--- src/rtl/ddr_frame_writer.sv ---
// ddr_frame_writer: packs render point words into MIG write bursts across a ring of frame buffers
module ddr_frame_writer #(
  parameter int          BURST_LEN    = 32,
  parameter int          FRAME_WORDS  = 307200,
  parameter int          NUM_BUFS     = 2,
  parameter logic [29:0] BASE_ADDR    = 30'h0,
  parameter logic [29:0] FRAME_STRIDE = 30'h12C000,
  parameter int          BUF_W        = 2
) (
  input  logic             clk,
  input  logic             reset,
  input  logic             mem_calib_done,
  input  logic [31:0]      in_data,
  input  logic             in_valid,
  output logic             in_ready,
  input  logic             in_last,
  output logic             p0_wr_en,
  output logic [31:0]      p0_wr_data,
  output logic [3:0]       p0_wr_mask,
  input  logic             p0_wr_full,
  output logic             p0_cmd_en,
  output logic [2:0]       p0_cmd_instr,
  output logic [5:0]       p0_cmd_bl,
  output logic [29:0]      p0_cmd_byte_addr,
  input  logic             p0_cmd_full,
  output logic [BUF_W-1:0] display_buf,
  output logic             frame_done
);
  localparam int CW = $clog2(BURST_LEN + 1);
  localparam int WW = $clog2(FRAME_WORDS + 1);
  typedef enum logic [1:0] {WAIT_CAL, FILL, ISSUE} state_t;
  state_t           state;
  logic [CW-1:0]    fill_cnt;
  logic [WW-1:0]    word_idx;
  logic [WW-1:0]    burst_start;
  logic [BUF_W-1:0] write_buf;
  logic [BUF_W-1:0] next_buf;
  logic             frame_end;
  logic             accept;
  logic             burst_full;
  logic             frame_full;
  // Input is only taken while filling a burst with room in both the burst and the MIG FIFO
  assign in_ready   = state == FILL && !p0_wr_full && fill_cnt < CW'(BURST_LEN);
  assign accept     = in_valid && in_ready;
  assign burst_full = fill_cnt == CW'(BURST_LEN - 1);
  assign frame_full = word_idx == WW'(FRAME_WORDS - 1);
  assign next_buf   = write_buf == BUF_W'(NUM_BUFS - 1) ? '0 : write_buf + BUF_W'(1);
  assign p0_wr_en   = accept;
  assign p0_wr_data = in_data;
  assign p0_wr_mask = '0;
  assign p0_cmd_en    = state == ISSUE && !p0_cmd_full;
  assign p0_cmd_instr = '0;
  assign p0_cmd_bl    = 6'(fill_cnt - CW'(1));
  assign p0_cmd_byte_addr = BASE_ADDR + 30'(write_buf) * FRAME_STRIDE + 30'({burst_start, 2'b00});
  // Burst/frame sequencing: fill a burst, issue its command once the data is pushed, rotate buffers at frame end
  always_ff @(posedge clk) begin
    if (reset) begin
      state       <= WAIT_CAL;
      fill_cnt    <= '0;
      word_idx    <= '0;
      burst_start <= '0;
      frame_end   <= 1'b0;
      write_buf   <= BUF_W'(1 % NUM_BUFS);
      display_buf <= '0;
      frame_done  <= 1'b0;
    end else begin
      frame_done <= 1'b0;
      case (state)
        WAIT_CAL: state <= mem_calib_done ? FILL : WAIT_CAL;
        FILL: if (accept) begin
          fill_cnt  <= fill_cnt + CW'(1);
          word_idx  <= word_idx + WW'(1);
          frame_end <= in_last || frame_full;
          state     <= (in_last || frame_full || burst_full) ? ISSUE : FILL;
        end
        ISSUE: if (!p0_cmd_full) begin
          state       <= FILL;
          fill_cnt    <= '0;
          burst_start <= frame_end ? '0 : burst_start + WW'(fill_cnt);
          if (frame_end) begin
            display_buf <= write_buf;
            write_buf   <= next_buf;
            word_idx    <= '0;
            frame_done  <= 1'b1;
          end
        end
        default: state <= WAIT_CAL;
      endcase
    end
  end
endmodule

--- config.mk ---
export PLATFORM = sky130hd
export DESIGN_NAME = ddr_frame_writer
export DESIGN_NICKNAME = d
export VERILOG_FILES = /design/src/rtl/ddr_frame_writer.sv
export SDC_FILE = /design/constraint.sdc
export NUM_CORES = 1
export LEC_CHECK = 0
export BUFFER_PORTS_ARGS = -buffer_cell sky130_fd_sc_hd__buf_2
export CORE_MARGIN = 2
export CORE_UTILIZATION = 51
export CTS_CLUSTER_DIAMETER = 60
export DETAILED_ROUTE_END_ITERATION = 12
export GPL_TIMING_DRIVEN = 0
export PLACE_DENSITY = 0.89
export SYNTH_ARGS = -nofsm -noshare
export SYNTH_HDL_FRONTEND = slang
export SYNTH_SLANG_ARGS = --single-unit
--- constraint.sdc ---
create_clock -name clk -period 2.2 [get_ports clk]
set_input_delay 0 -clock clk [delete_from_list [all_inputs] [get_ports clk]]
set_output_delay 0 -clock clk [all_outputs]
set_load 0.01 [all_outputs]
==> flow_summary.json <==
{
  "outcome": "finished, final reports clean",
  "sw_frac_of_total_pct": 24.4,
  "hp-class": "input pin to register",
  "path_clk_slew_ns": 0.09,
  "period_needed_ns": 2.18,
  "rsz0062_at_grt": "yes",
  "synth_edf_count": 0,
  "fin_nets": 571,
  "grt_pass1_wl_microns": 11700,
  "met2_usage_pct": 35.3,
  "synth_seq_area_share_pct": 30.7,
  "start_util_pct": 53.1,
  "antenna_cells": 0,
  "dieWidth_microns": 85.6,
  "busiest_layer": "met2",
  "synthFlopType": "dfxtp_1",
  "crit_path_max_fanout": 3,
  "vias_per_cell": 5.16,
  "power_frac_comb_pct": 11.7,
  "max_freq_mhz": 460,
  "grt_max_degree": 16,
  "drtIter0Drc": 158,
  "whs_ns": 0.0277,
  "dr.pass1.iters": 4,
  "port_buffers": 70,
  "cts-root-buf": "clkbuf_8",
  "power_density_nw_per_um2": 415,
  "fp.dieArea_sq_um": 7320,
  "finalHoldViolCount": 0,
  "drc": 0,
  "power_frac_seq_pct": 55.2,
  "required_ns": 2.20,
  "switching_power_mw": 0.421,
  "tns_ns": 0,
  "grt_remaining_overflow": 0,
  "crit_chain": "inv_2 -> ha_4 -> fa_2 -> nor2b_1 -> o21a_1 -> o21ai_4 -> a21oi_2 -> a211oi_2 -> buf_2",
  "drive_gt1_share_pct": 33.9,
  "final-setup-viol-count": 0,
  "vias": 3036,
  "met1_usage_pct": 23.5,
  "grt_usage_pct": 19.5,
  "wirelength_microns": 7500,
  "rows": 29,
  "fin_skew_ns": 0.00253,
  "crit_path_max_incr_delay_ns": 0.38,
  "antenna_found_initial": 0,
  "ant_nets": 0,
  "dpl.hpwl_microns": 5470,
  "p_leak_nw": 1.88,
  "ios": 120,
  "cts_tree": "yes",
  "numCtsBuffers": 5,
  "cts_max_level": 2,
  "clkPwrFrac_pct": 33.1,
  "slowest_stage": "fa_2",
  "crit_type": "register to output port",
  "power_mw": 1.73,
  "worst_pin_slew_ns": 0.568,
  "vdd_drop_max_uv": 353,
  "clk_latency_ns": 0.31,
  "cap_violations": 0,
  "clock_sinks": 52,
  "arrival_ns": 2.18,
  "cts.path.max_buffers": 2,
  "gp_congestion": 0.848,
  "async_flop_share_pct": 0,
  "synth_cell_type_count": 49,
  "yosys_register_bits": 52,
  "syn_avg_cell_area_sq_um": 8.24,
  "slew_headroom_pct": 62.1,
  "syn_area_sq_um": 3390,
  "p_int_mw": 1.31,
  "wl_per_cell_microns": 12.8,
  "yosys_warnings": 0,
  "drv_slew": 0,
  "start_kind": "register",
  "syn_inst": 412,
  "core_area_sq_um": 6390,
  "use_met3_pct": 4.52,
  "fin_crit_sh_pct": 98.9,
  "area_delta_synth_final_pct": 22.5,
  "grt_pass1_vias": 2660,
  "end_kind": "output port",
  "dieHeight_microns": 85.6
}
## sequential cells by signal, indices dropped and copies added, names as in the netlist
signal and count:
burst_start 19, display_buf 2, fill_cnt 6, frame_done 1, frame_end 1, state 2
word_idx 19, write_buf 2
## power by group through the flow
stage | clock network (mW) | logic (mW) | registers, mW
floorplan | 0 | 0.146 | 0.975
global placement | 0 | 0.197 | 0.977
detailed placement | 0 | 0.200 | 0.977
CTS | 0.582 | 0.201 | 0.953
global route | 0.618 | 0.221 | 0.955
finish | 0.571 | 0.203 | 0.953
## cells in the final DEF (no fill, tap or decap), types with 2 or more instances in the layout
cell,instances
buf_2,73
buf_4,64
dfxtp_1,49
nor2_1,43
nand2_1,30
a21oi_1,20
xor2_1,20
nor3_1,19
xnor2_1,17
conb_1,16
inv_1,15
nand4_1,14
ha_1,13
nand3_1,10
clkbuf_1,9
o21ai_0,7
clkbuf_8,6
o211ai_1,5
and3_1,5
nor4_1,5
ha_4,5
or4_1,4
or3_1,3
nor3b_1,3
nand3b_1,3
a22oi_1,3
o311ai_1,3
inv_2,2
nor2b_1,2
o21a_1,2
a21oi_2,2
a31o_2,2
or2_2,2
a211oi_1,2
a21o_1,2
ha_2,2
dfxtp_4,2
## metal layers
metal  part of all wire, %  vias up
met5                     0        -
met4                   1.1        0
met3                   6.3        9
met2                    51       97
met1                    42     1392
li1                      -     1538
## synth_stat cells, types with 3 or more instances
library cell  instances  area share, %
o21ai_0               9            1.3
nand2_1              30            3.3
clkbuf_1              8           0.88
dfxtp_1              52             31
nand4_1              14            2.6
xor2_1               20            5.2
nand3b_1              3           0.66
nand3_1              10            1.5
or4_1                 4           0.88
nor3b_1               3           0.66
o211ai_1              5            1.1
nor3_1               19            2.8
or3_1                 3           0.55
ha_1                 20            7.4
buf_2                 3           0.44
a22oi_1               3           0.66
nor4_1                5           0.92
buf_4                60             13
a21oi_1              22            3.2
a211oi_1              3           0.66
and3_1                5           0.92
xnor2_1              17            4.4
inv_1                17            1.9
o311ai_1              3           0.77
nor2_1               43            4.8
## layout make-up
cell class / count / area, sq um
fill: 538 / 2230
multi-input combinational: 285 / 1950
sequential: 52 / 1050
buffer: 72 / 500
timing repair buffer: 76 / 402
tap: 77 / 96.3
clock buffer: 7 / 86.3
inverter: 18 / 67.6
clock inverter: 1 / 7.51
## per-stage QoR
step	worst slack (ns)	instance area [sq um]	utilization [%]	instances
after CTS	-0.0294	4090	64.0	587
after global routing	-0.0478	4160	65.1	588
final	0.0242	4160	65.1	588
after detailed placement	-0.0435	3900	61.0	574
after floorplan	0.216	3450	-	427
after global placement	0.0455	3900	61.0	574
## what timing repair did
item	4_1_cts	5_1_grt
endpoints found under the setup margin	5	16
hold endpoints to repair	1	0
hold buffers	1	0
resized for setup	13	14
pin swaps	4	5
setup buffers	4	1
## worst max-delay path, delay by kind of cell, from the launching register on
kind                     cells  cell delay [ns]
buffers and inverters        2             0.20
AND/OR/NAND/NOR              1             0.15
AO/OA/AOI/OAI                4             0.52
adder cells (fa/ha/maj)      2             0.63
flip-flops                   1             0.37
## kinds of logic after synthesis
logic type | after synthesis | synth area share [%]
other | 1 | 0.111
adders and majority gates | 22 | 8.55
xor gates and xnor gates | 37 | 9.55
DFF | 52 | 30.7
muxes | 1 | 0.295
and+or+nand+nor | 151 | 23.3
AOI/OAI and AO/OA | 58 | 10.8
buffers and inverters | 90 | 16.7
## worst paths after layout
path                            endpoint                        start  slack (ns)  depth (start not counted)
max                 p0_cmd_byte_addr[20]    write_buf[0]$_SDFFE_PP1P_        0.02                          9
min               frame_end$_SDFFE_PP0P_                      in_last        0.03                          3
max reg2reg     word_idx[9]$_SDFFE_PP0P_       frame_end$_SDFFE_PP0P_        0.13                          5
min reg2reg  display_buf[0]$_SDFFE_PP0P_  display_buf[0]$_SDFFE_PP0P_        0.48                          2
(Power assumes the default switching activity.)
